$ cat src/rtl/latch_bank_ctrl_pkg.sv
// latch_bank_ctrl_pkg: shared state encoding and width helper for latch_bank_ctrl
package latch_bank_ctrl_pkg;
  localparam int STATE_W = 2;
  typedef enum logic [STATE_W-1:0] {
    IDLE   = 2'd0,
    SETUP  = 2'd1,
    STROBE = 2'd2,
    HOLD   = 2'd3
  } state_e;
  function automatic int idx_w(input int n);
    return (n > 1) ? $clog2(n) : 1;
  endfunction
endpackage

$ cat src/rtl/lbc_arbiter.sv
// lbc_arbiter: write-request winner select, round-robin pointer under LATCH_BANK_CTRL_RR_EN, else fixed priority
module lbc_arbiter
  import latch_bank_ctrl_pkg::*;
#(
  parameter int NUM_REQ = 4,
  localparam int IW = idx_w(NUM_REQ)
) (
  input  logic               clk,
  input  logic               reset,
  input  logic [NUM_REQ-1:0] req,
  input  logic               adv,
  output logic [NUM_REQ-1:0] win_oh,
  output logic [IW-1:0]      win_idx
);
  logic [IW-1:0] ptr;
  int            idx_c;
  logic          found_c;
`ifdef LATCH_BANK_CTRL_RR_EN
  logic [IW-1:0] ptr_q, ptr_d;
  // Pointer moves just past the winner on every grant
  always_comb ptr_d = adv ? IW'((int'(win_idx) + 1) % NUM_REQ) : ptr_q;
  // Pointer register
  always_ff @(posedge clk or posedge reset)
    if (reset) ptr_q <= '0;
    else ptr_q <= ptr_d;
  assign ptr = ptr_q;
`else
  logic unused_ok;
  assign unused_ok = ^{clk, reset, adv};
  assign ptr = '0;
`endif
  // Scan requesters starting at the pointer; the first one found wins
  always_comb begin
    win_idx = '0;
    found_c = 1'b0;
    idx_c = 0;
    for (int k = 0; k < NUM_REQ; k++) begin
      idx_c = (int'(ptr) + k) % NUM_REQ;
      if (!found_c && req[idx_c]) begin
        win_idx = IW'(idx_c);
        found_c = 1'b1;
      end
    end
    win_oh = found_c ? NUM_REQ'(1) << win_idx : '0;
  end
endmodule

$ cat src/rtl/latch_bank_ctrl.sv
// latch_bank_ctrl: arbitrated setup/strobe/hold write sequencer and registered read select for a latch bank (LATCH_BANK_CTRL_RR_EN selects round-robin)
module latch_bank_ctrl
  import latch_bank_ctrl_pkg::*;
#(
  parameter int WIDTH = 8,
  parameter int NUM_REQ = 4,
  parameter int NUM_LATCH = 4,
  localparam int AW = idx_w(NUM_LATCH),
  localparam int IW = idx_w(NUM_REQ)
) (
  input  logic                     clk,
  input  logic                     reset,
  input  logic [NUM_REQ-1:0]       req,
  input  logic [NUM_REQ*AW-1:0]    req_addr,
  input  logic [NUM_REQ*WIDTH-1:0] req_data,
  output logic [NUM_REQ-1:0]       gnt,
  output logic [NUM_REQ-1:0]       done,
  output logic                     err,
  output logic                     busy,
  output logic [WIDTH-1:0]         latch_data,
  output logic [NUM_LATCH-1:0]     latch_le,
  input  logic                     rd_en,
  input  logic [AW-1:0]            rd_addr,
  output logic [NUM_LATCH-1:0]     latch_oen
);
  localparam logic [AW:0] NL = (AW+1)'(NUM_LATCH);
  state_e               state_q, state_d;
  logic [IW-1:0]        widx_q, widx_d;
  logic [AW-1:0]        addr_q, addr_d;
  logic [WIDTH-1:0]     data_q, data_d;
  logic [NUM_REQ-1:0]   gnt_q, gnt_d, done_q, done_d, win_oh;
  logic [NUM_LATCH-1:0] le_q, le_d, oen_q, oen_d;
  logic                 err_q, err_d, busy_q, busy_d, addr_ok, rd_ok;
  logic [IW-1:0]        win_idx;
  assign addr_ok = {1'b0, addr_q} < NL;
  assign rd_ok   = {1'b0, rd_addr} < NL;
  lbc_arbiter #(.NUM_REQ(NUM_REQ)) u_arb (
    .clk     (clk),
    .reset   (reset),
    .req     (req),
    .adv     (state_q == IDLE && |req),
    .win_oh  (win_oh),
    .win_idx (win_idx)
  );
  // Write sequence: capture in IDLE, grant in SETUP, enable in STROBE, complete in HOLD
  always_comb begin
    state_d = state_q;
    widx_d  = widx_q;
    addr_d  = addr_q;
    data_d  = data_q;
    gnt_d   = '0;
    done_d  = '0;
    err_d   = 1'b0;
    le_d    = '0;
    case (state_q)
      IDLE: if (|req) begin
        state_d = SETUP;
        widx_d  = win_idx;
        addr_d  = req_addr[win_idx*AW +: AW];
        data_d  = req_data[win_idx*WIDTH +: WIDTH];
        gnt_d   = win_oh;
      end
      SETUP: begin
        state_d = STROBE;
        le_d    = addr_ok ? NUM_LATCH'(1) << addr_q : '0;
      end
      STROBE: begin
        state_d = HOLD;
        done_d  = NUM_REQ'(1) << widx_q;
        err_d   = !addr_ok;
      end
      default: state_d = IDLE;
    endcase
    busy_d = state_d != IDLE;
    oen_d  = (rd_en && rd_ok) ? ~(NUM_LATCH'(1) << rd_addr) : '1;
  end
  // All state and outputs registered; reset drops the enable without waiting for a clock
  always_ff @(posedge clk or posedge reset)
    if (reset) begin
      state_q <= IDLE;
      widx_q  <= '0;
      addr_q  <= '0;
      data_q  <= '0;
      gnt_q   <= '0;
      done_q  <= '0;
      err_q   <= 1'b0;
      le_q    <= '0;
      busy_q  <= 1'b0;
      oen_q   <= '1;
    end else begin
      state_q <= state_d;
      widx_q  <= widx_d;
      addr_q  <= addr_d;
      data_q  <= data_d;
      gnt_q   <= gnt_d;
      done_q  <= done_d;
      err_q   <= err_d;
      le_q    <= le_d;
      busy_q  <= busy_d;
      oen_q   <= oen_d;
    end
  assign gnt        = gnt_q;
  assign done       = done_q;
  assign err        = err_q;
  assign busy       = busy_q;
  assign latch_data = data_q;
  assign latch_le   = le_q;
  assign latch_oen  = oen_q;
endmodule

$ cat config.mk
export PLATFORM = sky130hd
export DESIGN_NAME = latch_bank_ctrl
export DESIGN_NICKNAME = d
export VERILOG_FILES = /design/src/rtl/latch_bank_ctrl_pkg.sv /design/src/rtl/lbc_arbiter.sv /design/src/rtl/latch_bank_ctrl.sv
export SDC_FILE = /design/constraint.sdc
export NUM_CORES = 1
export LEC_CHECK = 0
export BUFFER_PORTS_ARGS = -buffer_cell sky130_fd_sc_hd__buf_2
export CAP_MARGIN = 40
export CORE_ASPECT_RATIO = 0.75
export CORE_MARGIN = 4
export CORE_UTILIZATION = 52
export CTS_BUF_LIST = sky130_fd_sc_hd__clkbuf_2 sky130_fd_sc_hd__clkbuf_4 sky130_fd_sc_hd__clkbuf_8
export CTS_CLUSTER_DIAMETER = 40
export DETAILED_ROUTE_END_ITERATION = 6
export PLACE_DENSITY = 0.84
export SLEW_MARGIN = 20
export SYNTH_ARGS = -nofsm -noshare
export SYNTH_HDL_FRONTEND = slang
export SYNTH_SLANG_ARGS = --single-unit
$ cat constraint.sdc
create_clock -name clk -period 2.35 [get_ports clk]
set_input_delay 0.47 -clock clk [delete_from_list [all_inputs] [get_ports clk]]
set_output_delay 0.47 -clock clk [all_outputs]
set_load 0.005 [all_outputs]
==> flow_metrics.tcl <==
set metrics [dict create \
    crit_start "state_q[0]$_DFF_PP0_" \
    powerDensity_nw_per_um2 901 \
    synthSimpleGateAreaFrac_pct 24.8 \
    grt_use_total_pct 19.8 \
    tns_ns 0 \
    start_kind "flip-flop" \
    clk_pin_slew_ns 0.06 \
    synth_cell_types 35 \
    yosysSeqAreaShare_pct 46.8 \
    dp_slack_ns 0.407 \
    hold_viol_final 0 \
    wl_per_cell_um 13.8 \
    status "complete, no violations" \
    vias 1492 \
    n_antenna_cell 0 \
    clock_latency_ns 0.28 \
    grt_max_degree 32 \
    clock_sinks 31 \
    ioPinCount 75 \
    cts_resized 0 \
    globalRouteMet2Util_pct 32.7 \
    syn_area_um2 1670 \
    use_met3_pct 5.28 \
    setup_slack_ns 0.452 \
    min_period_over_period_pct 80.8 \
    die_h_um 57.0 \
    nNetsFinal 296 \
    cts_buffers 5 \
    fin_util_pct 71.3 \
    crit_path_end_kind "flip-flop" \
    ys_ff_latch 31 \
    place_area_um2 2030 \
    ctsHoldBuffers 0 \
    synthMuxAreaShare_pct 0 \
    p_leak_nw 1.11 \
    finalInstanceArea_um2 2140 \
    crit_fanout 21 \
    fin_worst_skew_ns 0.00358 \
    start_util_pct 55.6 \
    synth_cells 174 \
    clk_path_buf_depth 2 \
    antenna_left 0 \
    design.core.area_um2 3000 \
    top_usage_layer "met2" \
    cts_tree "done" \
    dp_cells 275 \
    area_growth_pct 28.3 \
    synth_area_per_cell_um2 9.58 \
    grt_pass1_vias 1456 \
    place_congestion 0.853 \
    dr.pass1.iters 4 \
    timing.final.max_slew_violations 0 \
    grt_setup_unrepaired "no" \
    drt_iter0_drc 96 \
    vias_per_cell 5.27 \
    synth_top_cell_area_share_pct 40.5 \
    drive_gt1_share_pct 38.0 \
    min_path_type "in2async" \
    worstPathRequired_ns 2.46 \
    route.detailed.drc 0 \
    synth_fa_ha_area_share_pct 2.25 \
    critPathKind "reg2reg" \
    setup_viol 0 \
    dp_hpwl_um 2910 \
    synth_compound_area_share_pct 18.5 \
    total_power_mw 1.93 \
    synth_top_cells_by_area "dfrtp_1, dfstp_2, and3b_1" \
    grt_util_met1_pct 24.8 \
    post_cts_buffers 0 \
    grt_pass1_wl_um 6380 \
    synth.net_count 226 \
    die-area_um2 4180 \
    slew_headroom_pct 50.6 \
    synth-xor-area-share_pct 0 \
    grt-ovfl-total 0 \
    h-tree-depth 2 \
    yosys_warnings 0 \
    root_buffer "clkbuf_8" \
    stdcell_count 283 \
    die-width_um 73.4 \
    arrival_ns 2.01 \
    synth_top_cell_by_area "dfrtp_1" \
    rows 17 \
    fin_hold_ws_ns 0.253 \
    port_buffers 73 \
    synth_top_family_by_area "simple AND/OR/NAND/NOR gates" \
    wl_um 3900 \
    antenna_found_initial 0 \
    vdd_ir_drop_max_mv 0.509 \
    worst-slew-pin-transition_ns 0.742 \
    drv_cap 0 \
    fmax_ghz 0.527 \
    r2r-start "state_q[0]$_DFF_PP0_" \
    layout_min_cycle_time_ns 1.90 \
]
==> worst max-delay path, cell delays in order, from the launching register on <==
cell,delay [ns]
dfrtp_1,0.40
inv_1,0.11
ha_1,0.32
o41a_1,0.70
a41oi_1,0.20
==> sequential cells by signal, indices dropped and copies added (netlist names) <==
signal	cells
latch_data	8
done	4
gnt	4
latch_le	4
latch_oen	4
addr_q	2
state_q	2
widx_q	2
busy	1
==> final timing paths <==
check	slack, ns	cells after the start	end
worst max-delay path	0.45	4	latch_data[7]$_DFFE_PP0P_
worst min-delay path	0.25	3	latch_le[1]$_DFF_PP0_
worst max register to register	0.45	4	latch_data[7]$_DFFE_PP0P_
worst min register to register	0.49	1	latch_le[1]$_DFF_PP0_
max in group asynchronous	1.79	3	latch_oen[0]$_DFF_PP1_
min in group clk	0.38	2	latch_oen[1]$_DFF_PP1_
==> layout by cell type, fill, tap and decap left out, drive strengths merged, types with 2 or more instances in the layout <==
cell type and instances:
dfrtp 27, and3 2, o21ai 13, nand3b 13, dfstp 4, clkbuf 8, nor2b 10, a31oi 9
nor2 13, nor3b 2, and3b 12, inv 13, a22o 9, o21a 3, buf 77, ha 3
a21oi 9, nand2 7
==> logic make-up after synthesis <==
logic type / after synthesis
other: 1
AOI/OAI and AO/OA: 47
DFF: 31
adders and majority gates: 3
and+or+nand+nor: 65
buffers and inverters: 27
==> synth_stat cells, drive strengths merged <==
master	number
nor3	1
nor2	13
and3b	12
a22o	9
or4	1
dfrtp	27
o211ai	1
ha	3
conb	1
nand2	7
nand3b	13
clkbuf	4
nand3	1
nor2b	10
inv	13
nor4	1
or3b	1
a211o	1
dfstp	4
o21ai	13
buf	10
nor3b	2
o41a	1
a21oi	9
and3	2
and2	1
o21a	3
a31oi	9
a41oi	1
==> per-layer routing <==
layer	up-vias	share of wire, %
li1	747	-
met1	678	41
met2	60	49
met3	7	8.0
met4	0	1.4
met5	-	0
==> layout make-up <==
type	instances	area [um2]
Multi-Input combinational cell	116	762
Sequential cell	31	781
Tap cell	38	47.5
Fill cell	246	861
Inverter	13	48.8
Clock buffer	8	104
Timing Repair Buffer	77	395
==> power by group <==
part | internal [mW] | switching, mW
clock network | 0.278 | 0.185
registers | 0.713 | 0.105
logic | 0.309 | 0.336
Power figures use the tool's default switching activity.
